## src/rtl/bin_to_bcd_converter.sv

```systemverilog
`default_nettype none
// +--------------------------------------------------------------------------+
// | bin_to_bcd_converter                                                     |
// | Sequential double-dabble converter: binary in, packed BCD out, with a    |
// | start/busy/done handshake. Define BCD_AUTO_REFRESH_EN for free-running   |
// | reconversion of i_value (i_start then ignored).                          |
// | Revision: 1.0 - initial release                                          |
// +--------------------------------------------------------------------------+
module bin_to_bcd_converter #(
  parameter int DATA_W = 27,
  parameter int DIGITS = 8
) (
  input  logic                  i_clk,
  input  logic                  i_reset,
  input  logic [DATA_W-1:0]     i_value,
  input  logic                  i_start,
  output logic                  o_busy,
  output logic                  o_done,
  output logic [4*DIGITS-1:0]   o_bcd,
  output logic                  o_overflow
);

  localparam int          c_scratch_w = 4*DIGITS + 4;
  localparam int          c_count_w   = $clog2(DATA_W) + 1;
  localparam logic [c_count_w-1:0] c_last = c_count_w'(DATA_W - 1);
  localparam logic [31:0] c_limit     = 10**DIGITS;

  typedef enum logic [1:0] {
    ST_IDLE  = 2'd0,
    ST_SHIFT = 2'd1,
    ST_DONE  = 2'd2
  } state_t;

  state_t                 r_state;
  state_t                 w_state_next;
  logic [DATA_W-1:0]      r_bin;
  logic [c_scratch_w-1:0] r_scratch;
  logic [c_count_w-1:0]   r_count;
  logic                   r_ovf_pend;
  logic                   r_done;
  logic [4*DIGITS-1:0]    r_bcd;
  logic                   r_ovf;
  logic                   w_start;
  logic [31:0]            w_value_ext;
  logic [c_scratch_w-2:0] w_adj;

`ifdef BCD_AUTO_REFRESH_EN
  assign w_start = 1'b1;
`else
  assign w_start = i_start;
`endif

  assign w_value_ext = 32'(i_value);

  // Add-3 correction on every full digit; the guard nibble only needs its low 3 bits.
  generate
    for (genvar gi = 0; gi < DIGITS; gi++) begin : g_adj
      assign w_adj[4*gi +: 4] = (r_scratch[4*gi +: 4] >= 4'd5) ?
                                r_scratch[4*gi +: 4] + 4'd3 : r_scratch[4*gi +: 4];
    end
  endgenerate

  assign w_adj[c_scratch_w-2 -: 3] = (r_scratch[c_scratch_w-1 -: 4] >= 4'd5) ?
                                     r_scratch[c_scratch_w-2 -: 3] + 3'd3 :
                                     r_scratch[c_scratch_w-2 -: 3];

  always_ff @(posedge i_clk) begin
    if (i_reset) r_state <= ST_IDLE;
    else         r_state <= w_state_next;
  end

  always_comb begin
    w_state_next = r_state;
    case (r_state)
      ST_IDLE:  if (w_start) w_state_next = ST_SHIFT;
      ST_SHIFT: if (r_count == c_last) w_state_next = ST_DONE;
      ST_DONE:  w_state_next = ST_IDLE;
      default:  w_state_next = ST_IDLE;
    endcase
  end

  always_ff @(posedge i_clk) begin
    if (i_reset) begin
      r_bin      <= '0;
      r_scratch  <= '0;
      r_count    <= '0;
      r_ovf_pend <= 1'b0;
      r_done     <= 1'b0;
      r_bcd      <= '0;
      r_ovf      <= 1'b0;
    end else begin
      r_done <= 1'b0;
      case (r_state)
        ST_IDLE: begin
          if (w_start) begin
            r_bin      <= i_value;
            r_scratch  <= '0;
            r_count    <= '0;
            r_ovf_pend <= (w_value_ext >= c_limit);
          end
        end
        ST_SHIFT: begin
          r_scratch <= {w_adj, r_bin[DATA_W-1]};
          r_bin     <= r_bin << 1;
          r_count   <= r_count + 1'b1;
        end
        ST_DONE: begin
          // Overflow saturates the display instead of showing truncated digits.
          r_bcd  <= r_ovf_pend ? {DIGITS{4'h9}} : r_scratch[4*DIGITS-1:0];
          r_ovf  <= r_ovf_pend;
          r_done <= 1'b1;
        end
        default: ;
      endcase
    end
  end

  assign o_busy     = (r_state != ST_IDLE);
  assign o_done     = r_done;
  assign o_bcd      = r_bcd;
  assign o_overflow = r_ovf;

endmodule
`default_nettype wire

```

## config.mk

```make
export PLATFORM = sky130hd
export DESIGN_NAME = bin_to_bcd_converter
export DESIGN_NICKNAME = d
export VERILOG_FILES = /design/src/rtl/bin_to_bcd_converter.sv
export SDC_FILE = /design/constraint.sdc
export NUM_CORES = 1
export LEC_CHECK = 0
export ABC_AREA = 0
export CELL_PAD_IN_SITES_DETAIL_PLACEMENT = 1
export CELL_PAD_IN_SITES_GLOBAL_PLACEMENT = 1
export CORE_UTILIZATION = 25
export CTS_CLUSTER_SIZE = 24
export DETAILED_ROUTE_END_ITERATION = 10
export PLACE_DENSITY = 0.65
export SLEW_MARGIN = 30
export SYNTH_ARGS = -nofsm -noshare
export SYNTH_HDL_FRONTEND = slang
export SYNTH_SLANG_ARGS = --single-unit
```

## constraint.sdc

```tcl
create_clock -name i_clk -period 1.3 [get_ports i_clk]
set_input_delay 0.26 -clock i_clk [delete_from_list [all_inputs] [get_ports i_clk]]
set_output_delay 0.26 -clock i_clk [all_outputs]
set_load 0.05 [all_outputs]
```

==> results of run 1 <==
layout make-up:
| class | instances | area [sq um] |
|---|---|---|
| fillers | 1879 | 9270 |
| inverters | 20 | 80.1 |
| repair buffers | 185 | 2370 |
| well taps | 225 | 282 |
| clock inverters | 3 | 20.0 |
| clock buffers | 12 | 256 |
| multi-input cells | 374 | 3060 |
| flip-flops and latches | 102 | 2080 |
power groups by stage:
stage / registers [uW] / logic, uW / clock network, uW
final: 3310 / 1170 / 2640
after global routing: 3310 / 1230 / 2800
after CTS: 3270 / 869 / 2670
after detailed placement: 3340 / 714 / 0
after global placement: 3340 / 682 / 0
after floorplan: 3330 / 354 / 0
path summary, 6_finish.rpt:
kind,startpoint,to,slack (ps),cells past startpoint
hold reg to reg,r_bin[0],r_bin[0],480,2
setup reg to reg,r_state[1],r_count[5],-240,5
setup / recovery,r_state[1],r_count[5],-240,5
hold / removal,i_value[9],r_bin[9],350,3
worst register-to-register path, delay by kind of cell (launching register included):
family	cells	cell delay (ps)
and+or+nand+nor	3	800
buffers and inverters	1	120
DFF	1	370
AOI/OAI and AO/OA	1	180
registers in the layout, summed over array words and instances, names as in the netlist:
| register | cells |
|---|---|
| o_bcd | 32 |
| r_scratch | 32 |
| r_bin | 27 |
| r_count | 6 |
| r_state | 2 |
| o_done | 1 |
| o_overflow | 1 |
| r_ovf_pend | 1 |
synth_stat cells (9+ instances only):
cell        n  area (sq um)
a22o_1     16           140
o21ai_0     9          45.0
buf_2      23           115
nor3_1     19          95.1
nand2b_1   10          62.6
dfxtp_1   102          2040
nor2_1    109           409
a21oi_1    43           215
inv_1      20          75.1
clkbuf_1   12          45.0
nand2_1    23          86.3
nand3_1    29           145
ha_1       18           225
nor4_1     26           163
per-layer routing:
metal / track usage / part of all wire
met5: 0 / 0
met4: 0.0849 / 0.038
met3: 0.0210 / 0.023
met2: 0.337 / 0.54
met1: 0.199 / 0.40
placed cells by master (no fill, tap or decap), types with 5 or more instances in the layout:
cell type | synthesis | routed
dfxtp_4 | 0 | 5
inv_2 | 0 | 9
ha_2 | 0 | 6
xor2_1 | 7 | 7
a311oi_2 | 0 | 8
a22o_1 | 16 | 16
mux2i_1 | 8 | 8
nor3_1 | 19 | 15
nor4_1 | 26 | 11
a32oi_1 | 7 | 6
nor2_4 | 0 | 21
nor2_1 | 109 | 66
nand2_1 | 23 | 22
nor2_2 | 2 | 24
buf_6 | 0 | 20
buf_8 | 0 | 7
a21oi_4 | 0 | 8
clkdlybuf4s50_1 | 0 | 17
dlygate4sd2_1 | 0 | 10
buf_4 | 1 | 70
ha_4 | 0 | 8
xnor2_1 | 8 | 8
dfxtp_2 | 0 | 13
a21oi_2 | 0 | 10
nor4_2 | 0 | 13
buf_12 | 0 | 50
clkbuf_16 | 0 | 14
nand2b_4 | 0 | 9
inv_1 | 20 | 9
a21oi_1 | 43 | 25
nand3_1 | 29 | 26
dfxtp_1 | 102 | 84
cell families (layout without fill, tap and decap cells):
group	count (synthesis)	in the layout	share of synthesized area
compound gates	97	97	0.145
xor+xnor	15	15	0.0294
fa+ha+maj	18	18	0.0503
buf+inv	58	220	0.0559
flops	102	102	0.456
mux	8	8	0.0179
simple gates	236	236	0.245
metrics by stage:
step	hold slack (ps)	cell area, sq um	setup TNS, ps
finish	354	8140	-5180
global placement	447	6280	-19250
global route	369	8140	-8480
CTS	353	7240	-1640
floorplan	396	4510	0
detailed placement	465	6280	-24480
timing repair:
item,CTS,global route
pin swaps,53,54
resized for setup,122,154
cloned,5,6
buffers inserted,16,18
endpoints found under the setup margin,70,88
==> results.yml, run 1 <==
synthesis:
  synth_nets: 582
  netlist_area_sq_mm: 0.00448
  synth-async-reset-ratio: 0
  avgSynthCellArea_sq_um: 8.38
  synth.distinct_cells: 38
  yosys_warnings: 0
  synth_cells: 534
  synth_ff_type: "dfxtp_1"
  ys_seq_elements: 102
  yosysSeqAreaShare: 0.456
  synth_edf_count: 0
route:
  routed_wl_microns: 18500
  drc: 0
  avgViaCountPerCell: 5.06
  first_pass_iters: 4
  wl_per_cell_microns: 20.0
  vias: 4664
  drtIter0Drc: 239
  drtAntennaViolNets: 0
finish:
  layout-drive-gt1-share: 0.489
  nNetsFinal: 740
  instances_no_fill: 921
  final_core_util: 0.468
  area_delta_synth_final_pct: 82.0
  insertedDiodeCount: 0
flow_run:
  drv_cap: 0
placement:
  hpwl_microns: 9590
  portBuffers: 64
  preCtsSetupSlack_ps: -671
  placed_cells: 863
  gp_congestion: 0.789
timing:
  worst_pin_slew_ps: 313
  relSlewSlack: 0.790
  rsz0062_at_grt: "yes"
  layout_min_cycle_time_ps: 1540
  slew_viol_final: 0
  finalHoldViolations: 0
  fin_crit_sh: 1.18
  setup_violations: 84
  skew_ps: 9.88
  fmax_mhz: 651
  postLayoutSetupSlackWorst_ps: -237
cts:
  cts-root-buf: "clkbuf_16"
  clk_path_buf_depth: 2
  clkLatencyLatePin_ps: 360
  cts_buffers: 9
  numClockSinks: 102
  clk_pin_slew_ps: 70
  cts_hold_buf: 0
  htreeDepth: 3
  cts_tree: "built"
outcome:
  violations: "negative setup slack"
  status: "finished with violations"
setup_path:
  critPathBufInv: 1
  slowest_delay_ps: 380
  cp_cell_sequence: "buf_6 -> and2b_2 -> nand4_1 -> or3_1 -> a21oi_1"
  cp_top_family: "simple AND/OR/NAND/NOR gates"
  crit_path_top_delay_cell: "or3_1"
  critical_path_required_ps: 1580
  cp_max_fo: 5
  start_kind: "flop"
  worstSetupPathType: "flop to flop"
  cp-end-kind: "flop"
  crit_arrival_ps: 1820
grt:
  track_usage: 0.179
  grt_pass1_vias: 5026
  grt_pass1_wl_microns: 25400
  grt_max_degree: 45
  grt-ovfl-total: 0
  antenna_found_initial: 0
floorplan:
  initial_utilization: 0.257
  row_count: 48
  io_pins: 65
  die_y_microns: 136
  die-area_sq_mm: 0.0184
  coreArea_sq_mm: 0.0174
  die_w_microns: 136
power:
  pwr-share-clk: 0.371
  pwr-share-seq: 0.465
  combinationalPowerShare: 0.164
  leakagePower_uw: 0.00307
  p_sw_frac: 0.273
  p_switching_uw: 1940
  power.total_uw: 7110
  power_density_mw_per_mm2: 873
  p_int_uw: 5170
  ir_drop_uv: 683
min_path:
  worstHoldPathType: "primary input to flop"
(Power assumes the default switching activity.)
==> run 2, diff against run 1 <==
CORE_UTILIZATION = 36   (was 25)
PLACE_DENSITY = 0.85   (was 0.65)
==> run 2 against run 1 <==
  * The run still ends with negative setup slack left
  * Non-clock buffer count is 8 lower
  * Register-to-register slack worse by 140 ps
  * Critical path type unchanged
  * Die area is 30% lower
  * Cell count is 6.9% lower
  * Largest power group unchanged
  * Utilization is 19 points higher
  * Largest cell class unchanged
==> results.yml, run 2 (synthesis gave the netlist of run 1 again) <==
timing:
  rsz0062_at_grt: "yes"
  setup_violations: 99
  worst_pin_slew_ps: 508
  finalHoldViolations: 0
  fmax_mhz: 598
  fin_crit_sh: 1.29
  tns_ps: -12420
  relSlewSlack: 0.661
  slew_viol_final: 0
  layout_min_cycle_time_ps: 1670
  skew_ps: 22.5
  postLayoutSetupSlackWorst_ps: -373
cts:
  htreeDepth: 3
  cts_tree: "built"
  clk_pin_slew_ps: 90
  clk_path_buf_depth: 2
  clkLatencyLatePin_ps: 370
  numClockSinks: 102
  cts_hold_buf: 0
  cts-root-buf: "clkbuf_16"
  cts_buffers: 9
finish:
  layout-drive-gt1-share: 0.473
  area_delta_synth_final_pct: 76.5
  insertedDiodeCount: 0
  nNetsFinal: 732
  mostFrequentLayoutCell: "dfxtp_1"
  layout_common_cells: "81 x dfxtp_1, 76 x buf_4, 73 x nor2_1, 45 x buf_12, 29 x nand3_1"
  fillCellCount: 1221
  instances_no_fill: 857
  final_core_util: 0.655
power:
  ir_drop_uv: 1190
  leakagePower_uw: 0.00301
  power_density_mw_per_mm2: 954
grt:
  track_usage: 0.330
  grt_pass1_wl_microns: 31900
  grt_pass1_vias: 5546
  grt_max_degree: 42
  antenna_found_initial: 0
  grt-ovfl-total: 0
setup_path:
  cp_cell_sequence: "inv_2 -> ha_4 -> buf_4 -> o31ai_4 -> a32oi_2 -> nor2_2"
  crit_arrival_ps: 1950
  worstSetupPathType: "flop to flop"
  cp_max_fo: 4
  slowest_delay_ps: 420
  cp_top_family: "compound AO/OA/AOI/OAI gates"
  start_kind: "flop"
  cp-end-kind: "flop"
  crit_path_top_delay_cell: "dfxtp_4"
  critPathBufInv: 2
  critical_path_required_ps: 1580
placement:
  preCtsSetupSlack_ps: -661
  hpwl_microns: 10600
  placed_cells: 806
  portBuffers: 64
  gp_congestion: 0.786
floorplan:
  die_y_microns: 114
  initial_utilization: 0.371
  io_pins: 65
  die_w_microns: 114
  coreArea_sq_mm: 0.0121
  die-area_sq_mm: 0.0129
  row_count: 40
route:
  first_pass_iters: 5
  avgViaCountPerCell: 6.21
  drtAntennaViolNets: 0
  vias: 5322
  drtIter0Drc: 493
  wl_per_cell_microns: 30.2
  drc: 0
  routed_wl_microns: 25900
outcome:
  violations: "negative setup slack"
  status: "finished with violations"
flow_run:
  drv_cap: 0
min_path:
  worstHoldPathType: "primary input to flop"
-- run 2: path summary, 6_finish.rpt --
kind,startpoint,endpoint,slack (ps),cells past startpoint
worst max-delay path,r_scratch[0],r_scratch[3],-370,6
worst min-delay path,i_value[16],r_bin[16],400,3
worst max register to register,r_scratch[0],r_scratch[3],-370,6
worst min register to register,r_bin[26],r_scratch[0],500,2
-- run 2: through the flow --
step / instance area, sq um / power, uW / hold slack [ps]
final: 7900 / 7530 / 399
after CTS: 7110 / 6920 / 343
after global routing: 7900 / 7660 / 406
after global placement: 6180 / 4000 / 446
after floorplan: 4510 / 3680 / 396
after detailed placement: 6180 / 4050 / 478
-- run 2: worst reg2reg max path: stages (launching register included) --
cell     delay, ps
dfxtp_4        420
inv_2           90
ha_4           190
buf_4          170
o31ai_4        340
a32oi_2        160
nor2_2         200
-- run 2: power breakdown --
group	total, uW	internal, uW	switching, uW
registers	3320	3210	110
clock network	2920	1550	1360
logic	1300	583	719
-- run 2: final cells by class --
| type | count | area (sq um) | share of cell area |
|---|---|---|---|
| Clock buffer | 11 | 243 | 0.0307 |
| Timing Repair Buffer | 177 | 2170 | 0.275 |
| Inverter | 20 | 82.6 | 0.0105 |
| Multi-Input combinational cell | 374 | 3050 | 0.386 |
| Sequential cell | 102 | 2090 | 0.264 |
| Tap cell | 168 | 210 | 0.0266 |
| Clock inverter | 5 | 56.3 | 0.00713 |
-- run 2: metal layers --
layer  global-route usage  wire (microns)  part of all wire
met5                    0               0                 0
met4                0.235            2120             0.082
met3               0.0712            1870             0.072
met2                0.576           12500              0.48
met1                0.353            9380              0.36
-- run 2: repair_timing --
action,4_1_cts,5_1_grt
endpoints found under the setup margin,85,102
resized for setup,145,117
pin swaps,44,29
setup buffers,11,16
cloned,2,7
